===== src/rtl/qsfp_led_ctrl_if.sv =====
// rtl/qsfp_led_ctrl_if.sv - QSFP LED controller signal bundle
interface qsfp_led_ctrl_if;
    logic       async_link_status;
    logic       activity;
    logic       locate_req;
    logic       lamp_test;
    logic [2:0] leds;
    logic [1:0] mode;

    modport master (
        output async_link_status, activity, locate_req, lamp_test,
        input  leds, mode
    );

    modport slave (
        input  async_link_status, activity, locate_req, lamp_test,
        output leds, mode
    );
endinterface


===== src/rtl/qsfp_led_ctrl.sv =====
// rtl/qsfp_led_ctrl.sv - QSFP link/activity/locate/lamp-test LED controller
module qsfp_led_ctrl #(
    parameter int FREQ_HZ        = 250000000,
    parameter int DEBOUNCE_MS    = 10,
    parameter int ACT_ON_MS      = 30,
    parameter int ACT_OFF_MS     = 30,
    parameter int LOCATE_HALF_MS = 250,
    parameter int LAMP_MS        = 2000
) (
    input  logic            clk,
    input  logic            resetn,
    qsfp_led_ctrl_if.slave  io
);

    // Millisecond parameters become cycle counts; 64-bit math avoids overflow at high clock rates.
    localparam longint N_DEBOUNCE    = longint'(DEBOUNCE_MS)    * longint'(FREQ_HZ) / 1000;
    localparam longint N_ACT_ON      = longint'(ACT_ON_MS)      * longint'(FREQ_HZ) / 1000;
    localparam longint N_ACT_OFF     = longint'(ACT_OFF_MS)     * longint'(FREQ_HZ) / 1000;
    localparam longint N_LOCATE_HALF = longint'(LOCATE_HALF_MS) * longint'(FREQ_HZ) / 1000;
    localparam longint N_LAMP        = longint'(LAMP_MS)        * longint'(FREQ_HZ) / 1000;
    localparam longint N_BLINK_MAX   = (N_ACT_ON > N_ACT_OFF) ? N_ACT_ON : N_ACT_OFF;

    localparam int W_DB    = $clog2(N_DEBOUNCE + 1);
    localparam int W_BLINK = $clog2(N_BLINK_MAX + 1);
    localparam int W_LOC   = $clog2(N_LOCATE_HALF + 1);
    localparam int W_LAMP  = $clog2(N_LAMP + 1);

    localparam logic [W_DB-1:0]    DB_LAST  = W_DB'(N_DEBOUNCE - 1);
    localparam logic [W_BLINK-1:0] ON_LAST  = W_BLINK'(N_ACT_ON - 1);
    localparam logic [W_BLINK-1:0] OFF_LAST = W_BLINK'(N_ACT_OFF - 1);
    localparam logic [W_LOC-1:0]   LOC_LAST = W_LOC'(N_LOCATE_HALF - 1);
    localparam logic [W_LAMP-1:0]  LAMP_LAST = W_LAMP'(N_LAMP - 1);

    // A timing parameter that rounds down to zero cycles cannot be honoured.
    if (N_DEBOUNCE < 1 || N_ACT_ON < 1 || N_ACT_OFF < 1 || N_LOCATE_HALF < 1 || N_LAMP < 1) begin : g_bad_timing
        $error("qsfp_led_ctrl: a *_MS parameter converts to zero clock cycles");
    end

    typedef enum logic [1:0] {B_IDLE, B_ON, B_OFF} blink_state_t;
    typedef enum logic [1:0] {M_NORMAL = 2'd0, M_LOCATE = 2'd1, M_LAMP = 2'd2} mode_state_t;

    logic [1:0]         sync_ff;
    logic               link_status;
    logic [W_DB-1:0]    db_cnt;
    blink_state_t       blink_state, blink_next;
    logic               pending, pending_next;
    logic [W_BLINK-1:0] blink_cnt;
    mode_state_t        mode_state, mode_next;
    logic [W_LAMP-1:0]  lamp_cnt;
    logic [W_LOC-1:0]   loc_cnt;
    logic               phase;

    // Two-flop synchronizer for the raw link status.
    always_ff @(posedge clk or negedge resetn) begin
        if (!resetn) sync_ff <= 2'b00;
        else         sync_ff <= {sync_ff[0], io.async_link_status};
    end

    // Debounce: accept a new link level only after it persists for the full window.
    always_ff @(posedge clk or negedge resetn) begin
        if (!resetn) begin
            link_status <= 1'b0;
            db_cnt      <= '0;
        end else if (sync_ff[1] == link_status) begin
            db_cnt <= '0;
        end else if (db_cnt == DB_LAST) begin
            link_status <= sync_ff[1];
            db_cnt      <= '0;
        end else begin
            db_cnt <= db_cnt + 1'b1;
        end
    end

    // Blinker state and pending-flag registers.
    always_ff @(posedge clk or negedge resetn) begin
        if (!resetn) begin
            blink_state <= B_IDLE;
            pending     <= 1'b0;
        end else begin
            blink_state <= blink_next;
            pending     <= pending_next;
        end
    end

    // Blinker next state: activity stretched into fixed on/off windows, one pending re-blink.
    always_comb begin
        blink_next   = blink_state;
        pending_next = pending;
        case (blink_state)
            B_IDLE: if (io.activity) blink_next = B_ON;
            B_ON: begin
                if (io.activity) pending_next = 1'b1;
                if (blink_cnt == ON_LAST) blink_next = B_OFF;
            end
            B_OFF: begin
                if (io.activity) pending_next = 1'b1;
                if (blink_cnt == OFF_LAST) blink_next = (pending || io.activity) ? B_ON : B_IDLE;
            end
            default: blink_next = B_IDLE;
        endcase
        if (!link_status) blink_next = B_IDLE;
        if (blink_next == B_ON && blink_state != B_ON) pending_next = 1'b0;
        if (blink_next == B_IDLE) pending_next = 1'b0;
    end

    // Blink window counter restarts on every state change.
    always_ff @(posedge clk or negedge resetn) begin
        if (!resetn)                                                 blink_cnt <= '0;
        else if (blink_next != blink_state || blink_state == B_IDLE) blink_cnt <= '0;
        else                                                         blink_cnt <= blink_cnt + 1'b1;
    end

    // Mode state register.
    always_ff @(posedge clk or negedge resetn) begin
        if (!resetn) mode_state <= M_NORMAL;
        else         mode_state <= mode_next;
    end

    // Mode selection: lamp test wins, then locate, else normal.
    always_comb begin
        mode_next = io.locate_req ? M_LOCATE : M_NORMAL;
        if (mode_state == M_LAMP && lamp_cnt != LAMP_LAST) mode_next = M_LAMP;
        if (io.lamp_test) mode_next = M_LAMP;
    end

    // Lamp-test timer; a new pulse restarts it.
    always_ff @(posedge clk or negedge resetn) begin
        if (!resetn)                                          lamp_cnt <= '0;
        else if (io.lamp_test)                                lamp_cnt <= '0;
        else if (mode_state == M_LAMP && mode_next == M_LAMP) lamp_cnt <= lamp_cnt + 1'b1;
        else                                                  lamp_cnt <= '0;
    end

    // Locate half-period timer and phase; both restart whenever locate is (re)entered.
    always_ff @(posedge clk or negedge resetn) begin
        if (!resetn) begin
            loc_cnt <= '0;
            phase   <= 1'b0;
        end else if (mode_state == M_LOCATE && mode_next == M_LOCATE) begin
            if (loc_cnt == LOC_LAST) begin
                loc_cnt <= '0;
                phase   <= ~phase;
            end else begin
                loc_cnt <= loc_cnt + 1'b1;
            end
        end else begin
            loc_cnt <= '0;
            phase   <= 1'b0;
        end
    end

    // Registered LED and mode outputs.
    always_ff @(posedge clk or negedge resetn) begin
        if (!resetn) begin
            io.leds <= 3'b100;
            io.mode <= 2'd0;
        end else begin
            case (mode_state)
                M_LAMP:   io.leds <= 3'b111;
                M_LOCATE: io.leds <= phase ? 3'b100 : 3'b010;
                default:  io.leds <= {~link_status, link_status, blink_state == B_ON};
            endcase
            io.mode <= mode_state;
        end
    end

endmodule


===== src/flat_wrapper.sv =====
// flat-port wrapper written by rule: the top's interface ports become plain ports
module qsfp_led_ctrl_flat 
#(
    parameter int FREQ_HZ        = 250000000,
    parameter int DEBOUNCE_MS    = 10,
    parameter int ACT_ON_MS      = 30,
    parameter int ACT_OFF_MS     = 30,
    parameter int LOCATE_HALF_MS = 250,
    parameter int LAMP_MS        = 2000
)
  (clk, resetn, io_async_link_status, io_activity, io_locate_req, io_lamp_test, io_leds, io_mode);
  qsfp_led_ctrl_if io_i ();
  input  logic clk;
  input  logic resetn;
  input wire logic [$bits(io_i.async_link_status)-1:0] io_async_link_status;
  input wire logic [$bits(io_i.activity)-1:0] io_activity;
  input wire logic [$bits(io_i.locate_req)-1:0] io_locate_req;
  input wire logic [$bits(io_i.lamp_test)-1:0] io_lamp_test;
  output wire logic [$bits(io_i.leds)-1:0] io_leds;
  output wire logic [$bits(io_i.mode)-1:0] io_mode;
  assign io_i.async_link_status = io_async_link_status;
  assign io_i.activity = io_activity;
  assign io_i.locate_req = io_locate_req;
  assign io_i.lamp_test = io_lamp_test;
  assign io_leds = io_i.leds;
  assign io_mode = io_i.mode;
  qsfp_led_ctrl #(.FREQ_HZ(FREQ_HZ), .DEBOUNCE_MS(DEBOUNCE_MS), .ACT_ON_MS(ACT_ON_MS), .ACT_OFF_MS(ACT_OFF_MS), .LOCATE_HALF_MS(LOCATE_HALF_MS), .LAMP_MS(LAMP_MS)) u_core (.clk(clk), .resetn(resetn), .io(io_i));
endmodule

===== config.mk =====
export PLATFORM = sky130hd
export DESIGN_NAME = qsfp_led_ctrl_flat
export DESIGN_NICKNAME = d
export VERILOG_FILES = /design/src/rtl/qsfp_led_ctrl_if.sv /design/src/rtl/qsfp_led_ctrl.sv /design/src/flat_wrapper.sv
export SDC_FILE = /design/constraint.sdc
export NUM_CORES = 1
export LEC_CHECK = 0
export CORE_UTILIZATION = 35
export DETAILED_ROUTE_END_ITERATION = 10
export GPL_TIMING_DRIVEN = 0
export MAX_ROUTING_LAYER = met4
export PLACE_DENSITY = 0.62
export SLEW_MARGIN = 20
export SYNTH_ARGS = -nofsm -noshare
export SYNTH_HDL_FRONTEND = slang
export SYNTH_SLANG_ARGS = --single-unit

===== constraint.sdc =====
create_clock -name clk -period 1.9 [get_ports clk]
set_input_delay 0.38 -clock clk [delete_from_list [all_inputs] [get_ports clk]]
set_output_delay 0.38 -clock clk [all_outputs]
set_load 0.02 [all_outputs]

==> key figures, run 1 <==
Outcome
  – Status: complete, but fails checks
  – Failing checks: negative setup slack

Synthesis
  – Syn Nets: around 580
  – Post-synth cell types: 42
  – Largest cells by area after synthesis: dfrtp_1 (51%), xor2_1 (8.5%), nor2_1 (6.9%)
  – Seq/Total Area, Yosys: 0.510
  – Netlist area before placement: 5590 um^2
  – Post-Synth Adder-Cell Area: 0.0224
  – YS warnings: 0
  – Post-synthesis mux area share: 0.00604
  – Simple-gate share of the synthesized area: 0.267
  – Largest family of logic cells by synthesized area: simple AND/OR/NAND/NOR gates
  – Compound-Gate Fraction of Synth Area: 0.0197
  – Post-synth EDFFs: 0
  – Xor and xnor fraction of the mapped netlist area: 0.149
  – Top cell type's share of synthesized area: 0.506
  – Mean area per synthesized cell: between 9 and 10 um^2
  – Async set or reset register ratio after synthesis: 1.00
  – Cell taking the most area after synthesis: dfrtp_1
  – Ys flop type: dfrtp_1
  – Synth Instances: approximately 570
  – #FFs+latches synth: ~110

Setup path
  – Crit Path Category: flip-flop to flip-flop
  – CP required: between 2000 and 2500 ps
  – Startpoint types: flip-flop
  – Worst-path fanout max: 8
  – Arr. time, crit path: ~2500 ps
  – CP Capture Type: flip-flop

Layout
  – Ant diodes: 0
  – Final core area utilization: 0.497
  – Filler Cells Inserted: around 1300
  – Share of layout cells above drive strength 1: 0.312
  – Area delta synth->final: 36.5%
  – Most common cell after layout, fill and taps aside: dfrtp_1
  – Fin nets: ~660
  – Most frequent cells in the layout: dfrtp_1 (109), xor2_1 (53), nor2_1 (50), nand2_1 (41), nand3_1 (40)

Timing
  – Final hold violation count: 0
  – Final min period: approximately 2100 ps
  – Worst Tran Pin Value: a little under 800 ps
  – RSZ-0062 raised after global routing: true
  – F_max: 0.465 GHz
  – Final worst slack: -249 ps
  – Max-slew violation count: 0
  – Final setup violation count: between 70 and 80
  – Slew margin rel.: 0.479
  – Setup TNS: -11840 ps
  – Clock Skews: 7.66 ps
  – Hold_ws: between 300 and 400 ps
  – Final Cycle Share: 1.13

Placement
  – IO Port Bufs: 10
  – DPL Wire Length: ~7.4 mm
  – RePlAce Congestion: just over 0.8
  – Setup WS pre-CTS: -396 ps

Clocking
  – Clock Pin Slew Worst Setup and Hold Paths: around 50 ps
  – TritonCTS clock tree: yes
  – H-tree Lvls: 4
  – CTS Sinks: 114
  – CTS root buf: clkbuf_16
  – Cts bufs inserted: 17
  – Clk buf depth: 2
  – Worst-skew pair later-pin latency: 420 ps

Detailed routing
  – DRT Pass-1 Iters: 4
  – Detail Route Antenna Nets: 0
  – DR WL met2: around 6.5 mm
  – Top sig layer: met4
  – Met3 wire len: roughly 290 um
  – Vias: ~4300
  – Routed WL: roughly 12 mm
  – Via/cell ratio: roughly 4.9
  – Wire per inst: ~14 um
  – DRC violations left: 0
  – Initial DRC count: roughly 220
  – WL met1: 5.43 mm

Hold path
  – Worst Hold Class: flip-flop to flip-flop

Global route
  – Total grt overflow: 0
  – All-layer global routing usage: 0.161
  – Vias in the first global route: roughly 4200
  – Largest net degree at the start of global routing: just over 70
  – Initial antenna violation count: 0
  – First-pass GRT wire length: around 20 mm

Floorplan
  – Initial core utilization: 0.364
  – Io pins: 11
  – Core area: 15400 um^2
  – Cell Rows: between 40 and 50
  – Die area: 16500 um^2
  – Chip height: ~130 um
  – DIE WIDTH: ~130 um

Pwr
  – Cell area power density: about 800 nW/um^2
  – Total power: 5.93 mW
  – P_leak: 3.03 nW
  – Max IR drop VDD: roughly 700 uV

Flow run
  – Max cap viols: 0
per-stage QoR:
stage	cells	cell area, um^2
after global placement	789	5990
after detailed placement	790	6010
final	864	7630
after global routing	864	7630
after floorplan	568	5620
after CTS	846	7070
routing by layer:
metal  global-route usage  up-vias
met1                0.191     2124
met2                0.260       40
met3               0.0383       16
li1                     -     2075
met4               0.0671        0
met5                    -        -
path summary, 6_finish.rpt:
path / slack (ps) / cells past startpoint / endpoint / startpoint
min reg2reg: 350 / 0 / u_core.sync_ff[1] / u_core.sync_ff[0]
max: -250 / 8 / u_core.loc_cnt[5] / u_core.lamp_cnt[1]
min: 350 / 0 / u_core.sync_ff[1] / u_core.sync_ff[0]
min in group asynchronous: 510 / 2 / u_core.lamp_cnt[10] / resetn
max reg2reg: -250 / 8 / u_core.loc_cnt[5] / u_core.lamp_cnt[1]
max in group asynchronous: 700 / 3 / u_core.blink_cnt[5] / resetn
area by class of cell:
cell class | instances | area (um^2) | share of cell area
repair buffers | 54 | 519 | 0.0680
well taps | 211 | 264 | 0.0346
clock buffers | 22 | 484 | 0.0634
plain buffers | 10 | 131 | 0.0172
clock inverters | 10 | 130 | 0.0170
inverters | 18 | 67.6 | 0.00885
flip-flops and latches | 114 | 2860 | 0.375
multi-input cells | 425 | 3180 | 0.416
cells in the mapped netlist (all sizes together), types with 3 or more instances:
cell type,number
dfrtp,113
nor2,103
xor2,54
nand3,45
nand2,42
xnor2,39
nor3,29
nand4,24
inv,18
and3,15
a21oi,10
ha,10
nor4,8
o21ai,8
and2,6
and4,6
buf,6
clkbuf,5
nor4b,5
or2,4
mux2,3
or3,3
critical path: stages, from the launching register on:
cell and delay, ps:
dfrtp_1 400, ha_4 170, nand2_4 50, or3b_4 400, o31ai_4 270, and2b_2 220, nand4_4 210, buf_6 210
nor2_1 120
sequential cells by signal, summed over array words and instances (netlist names):
name and count:
u_core.link_status 1, u_core.loc_cnt 26, u_core.blink_state 2, u_core.phase 1, u_core.sync_ff 2, u_core.db_cnt 22, u_core.io.leds 3, u_core.mode_state 2
u_core.blink_cnt 23, u_core.pending 1, u_core.lamp_cnt 29, u_core.io.mode 2
cells by family (layout without fill, tap and decap cells):
kind of cell    Yosys count  count (layout)
buf+inv                  29             114
fa+ha+maj                10              10
simple gates            299             299
mux                       3               3
compound gates           20              20
xor+xnor                 93              93
flops                   114             114
report_power, final:
part,switching (mW),leakage [nW],internal [mW]
Sequential,0.0140,1.55,2.44
Clock,1.10,0.302,2.18
Combinational,0.112,1.18,0.0753
Total,1.23,3.03,4.70
timing repair:
item | in CTS | in global routing
gates resized for setup | 70 | 110
cloned | 4 | 1
setup endpoints to repair | 101 | 101
pin swaps | 34 | 29
setup buffers | 19 | 18
hold buffers | 1 | 0
endpoints found under the hold margin | 26 | 0
Note: power is estimated with default switching activity, not from simulation.
==> inputs of run 2 (changes only) <==
--- a/config.mk
+++ b/config.mk
@@ -9,8 +9,9 @@
 export DETAILED_ROUTE_END_ITERATION = 10
 export GPL_TIMING_DRIVEN = 0
 export MAX_ROUTING_LAYER = met4
-export PLACE_DENSITY = 0.62
-export SLEW_MARGIN = 20
+export PLACE_DENSITY = 0.6
+export SETUP_SLACK_MARGIN = 0.15
+export SLEW_MARGIN = 15
 export SYNTH_ARGS = -nofsm -noshare
 export SYNTH_HDL_FRONTEND = slang
 export SYNTH_SLANG_ARGS = --single-unit
==> run 2 against run 1 <==
The flow still finishes with violations (negative setup slack). Sequential share of layout area is 0.41 points lower. Via count is 1.3% higher. Setup slack better by 17 ps. Core utilization is 0.62 points higher. Count of clock-buffer cells in the layout stayed put. Routed wire length is 0.18% lower. Critical endpoint is now u_core.blink_cnt[15]. Die area stayed put. First-iteration DRC count is 17% lower. Final area is 1.2% higher. Clock power is 5% lower.
==> key figures, run 2 (same netlist as run 1, synthesis figures left out) <==
Outcome
  – Status: complete, but fails checks (unchanged)
  – Failing checks: negative setup slack (unchanged)

Clocking
  – Clock Pin Slew Worst Setup and Hold Paths: 50 ps (about the same)
  – Clk buf depth: 2 (unchanged)
  – TritonCTS clock tree: yes (unchanged)
  – CTS root buf: clkbuf_16 (unchanged)
  – Cts bufs inserted: 17 (unchanged)
  – CTS Sinks: 114 (unchanged)
  – Worst-skew pair later-pin latency: 420 ps (about the same)
  – H-tree Lvls: 4 (unchanged)

Setup path
  – Crit Path Category: flip-flop to flip-flop (unchanged)
  – CP required: 2210 ps (was 2240 ps)
  – Worst r2r src: u_core.blink_cnt[8] (was u_core.lamp_cnt[1])
  – Worst Reg-to-Reg Cells: 7 (was 8)
  – Worst path slowest cell: dfrtp_1 (unchanged)
  – Worst path depth: 7 (was 8)
  – CP Capture Type: flip-flop (unchanged)
  – R2R setup slack: -230 ps (was -250 ps)
  – Startpoint types: flip-flop (unchanged)
  – CP max stage delay: 430 ps (was 400 ps)
  – CP bufs+invs: 1 (unchanged)
  – Cells along the critical path: nor4b_4 -> nand3_4 -> or2_4 -> mux2_4 -> xnor2_4 -> buf_8 -> nor3_1 (was ha_4 -> nand2_4 -> or3b_4 -> o31ai_4 -> and2b_2 -> nand4_4 -> buf_6 -> nor2_1)
  – Arr. time, crit path: 2440 ps (was 2490 ps)
  – Worst-path fanout max: 10 (was 8)
  – Reg-to-reg critical path endpoint: u_core.blink_cnt[15] (was u_core.loc_cnt[5])
  – Largest delay share family, worst path: simple AND/OR/NAND/NOR gates (unchanged)

Detailed routing
  – Detail Route Antenna Nets: 0 (unchanged)
  – DRC violations left: 0 (unchanged)
  – Wire per inst: 14.2 um (was 14.4 um)
  – Routed WL: 12.4 mm (about the same)
  – Vias: 4309 (was 4255)
  – Via/cell ratio: 4.95 (was 4.92)
  – DRT Pass-1 Iters: 4 (unchanged)
  – Initial DRC count: 186 (was 223)

Layout
  – Most common cell after layout, fill and taps aside: dfrtp_1 (unchanged)
  – Ant diodes: 0 (unchanged)
  – Most frequent cells in the layout: dfrtp_1 (106), xor2_1 (51), nor2_1 (50), nand2_1 (40), nand3_1 (39) (was dfrtp_1 (109), xor2_1 (53), nor2_1 (50), nand2_1 (41), nand3_1 (40))
  – Share of layout cells above drive strength 1: 0.333 (was 0.312)
  – Area delta synth->final: 38.2% (was 36.5%)
  – Layout Cells excl Fill: 871 (was 864)
  – Fin nets: 663 (was 656)
  – Largest register FFs: 29 (unchanged)
  – Filler Cells Inserted: 1316 (was 1336)
  – Biggest register: u_core.lamp_cnt (unchanged)
  – Biggest regs: u_core.lamp_cnt x29, u_core.loc_cnt x26, u_core.blink_cnt x23 (unchanged)
  – Final core area utilization: 0.503 (was 0.497)

Timing
  – Final hold violation count: 0 (unchanged)
  – Final min period: 2130 ps (was 2150 ps)
  – Final worst slack: -232 ps (was -249 ps)
  – F_max: 0.469 GHz (was 0.465 GHz)
  – Final Cycle Share: 1.12 (was 1.13)
  – Clock Skews: 10.7 ps (was 7.66 ps)
  – Slew margin rel.: 0.503 (was 0.479)
  – Worst Tran Pin Value: 739 ps (was 774 ps)
  – Max-slew violation count: 0 (unchanged)
  – RSZ-0062 raised after global routing: true (unchanged)
  – Setup TNS: -9190 ps (was -11840 ps)
  – Hold_ws: 356 ps (was 353 ps)
  – Final setup violation count: 69 (was 77)

Floorplan
  – Die area: 16500 um^2 (unchanged)
  – Core area: 15400 um^2 (unchanged)
  – Cell Rows: 45 (unchanged)
  – Io pins: 11 (unchanged)
  – Chip height: 128 um (unchanged)
  – Initial core utilization: 0.364 (unchanged)
  – DIE WIDTH: 128 um (unchanged)

Global route
  – Initial antenna violation count: 0 (unchanged)
  – All-layer global routing usage: 0.166 (was 0.161)
  – Vias in the first global route: 4313 (was 4231)
  – Largest net degree at the start of global routing: 76 (was 72)
  – First-pass GRT wire length: 20.7 mm (was 20.1 mm)
  – Total grt overflow: 0 (unchanged)

Flow run
  – Max cap viols: 0 (unchanged)

Pwr
  – Cell area power density: 747 nW/um^2 (was 777 nW/um^2)
  – P_leak: 3.05 nW (was 3.03 nW)
  – Max IR drop VDD: 707 uV (was 681 uV)

Placement
  – Setup WS pre-CTS: -410 ps (was -396 ps)
  – RePlAce Congestion: 0.779 (was 0.823)
  – Placed insts: 790 (unchanged)
  – DPL Wire Length: 7.39 mm (about the same)
  – IO Port Bufs: 10 (unchanged)

Hold path
  – Worst hold path endpoint: u_core.sync_ff[1] (unchanged)
  – Worst Hold Class: flip-flop to flip-flop (unchanged)
  – Hold path depth: 0 (unchanged)
  – Hold Path Origin: u_core.sync_ff[0] (unchanged)
==> run 2: changes by cell type in the layout (fill, tap and decap cells not counted), moves of 3 or more <==
| cell | delta |
|---|---|
| buf_4 | +8 |
| nor2_2 | +8 |
| nor2_4 | -8 |
| clkdlybuf4s50_1 | -4 |
| dfrtp_1 | -3 |
| dfrtp_2 | +3 |
==> run 2: per-layer routing <==
metal  track usage  vias to the layer above  wire, um  part of all wire
met2         0.267                       51      6360              0.51
met4        0.0491                        0       180             0.015
met5             -                        -         0                 0
met3        0.0536                       16       370             0.030
li1              -                     2086         -                 -
met1         0.197                     2156      5500              0.44
==> run 2: area by class of cell <==
class                           instances  area (um^2)  area share
Timing Repair Buffer                   60          591      0.0764
Inverter                               18         67.6     0.00874
Sequential cell                       114         2860       0.370
Multi-Input combinational cell        425         3220       0.416
Tap cell                              211          264      0.0342
Clock inverter                         10          108      0.0139
Buffer                                 11          144      0.0186
Clock buffer                           22          474      0.0614
==> run 2: worst max-delay path by stage <==
| stage | from | endpoint | slack (ps) |
|---|---|---|---|
| after floorplan | u_core.blink_cnt[0] | u_core.blink_cnt[20] | -110 |
| after CTS | u_core.blink_cnt[5] | u_core.blink_cnt[6] | -190 |
| after detailed placement | u_core.blink_cnt[0] | u_core.blink_cnt[18] | -410 |
| final | u_core.blink_cnt[8] | u_core.blink_cnt[15] | -230 |
| after global routing | u_core.blink_cnt[8] | u_core.blink_cnt[20] | -320 |
| after global placement | resetn | u_core.blink_cnt[9] | -3930 |
==> run 2: through the flow <==
| step | cell area [um^2] | total power [mW] |
|---|---|---|
| 2_1_floorplan | 5650 | 2.54 |
| 3_3_place_gp | 6020 | 2.61 |
| 3_5_place_dp | 6050 | 2.62 |
| 4_1_cts | 7230 | 5.80 |
| 5_1_grt | 7730 | 5.98 |
| 6_report | 7730 | 5.78 |
==> run 2: timing repair <==
item / 4_1_cts / 5_1_grt
gates resized for setup: 81 / 99
buffers inserted: 28 / 16
pin swaps: 32 / 29
setup endpoints to repair: 107 / 104
gates cloned: 4 / 0
hold endpoints to repair: 38 / 0
hold buffers: 1 / 0
==> run 2: report_power, final <==
part | switching (mW) | internal, mW | leakage (nW) | total [mW]
registers | 0.0148 | 2.44 | 1.55 | 2.46
clock network | 1.10 | 2.02 | 0.282 | 3.12
logic | 0.110 | 0.0881 | 1.22 | 0.198
==> inputs of run 3 (changes only) <==
--- a/config.mk
+++ b/config.mk
@@ -5,11 +5,11 @@
 export SDC_FILE = /design/constraint.sdc
 export NUM_CORES = 1
 export LEC_CHECK = 0
+export ABC_CLOCK_PERIOD_IN_PS = 1900
 export CORE_UTILIZATION = 35
 export DETAILED_ROUTE_END_ITERATION = 10
 export GPL_TIMING_DRIVEN = 0
 export MAX_ROUTING_LAYER = met4
-export PLACE_DENSITY = 0.6
 export SETUP_SLACK_MARGIN = 0.15
 export SLEW_MARGIN = 15
 export SYNTH_ARGS = -nofsm -noshare
==> results of run 3 <==
The final DEF is identical to that of run 2; final timing and power are the same.
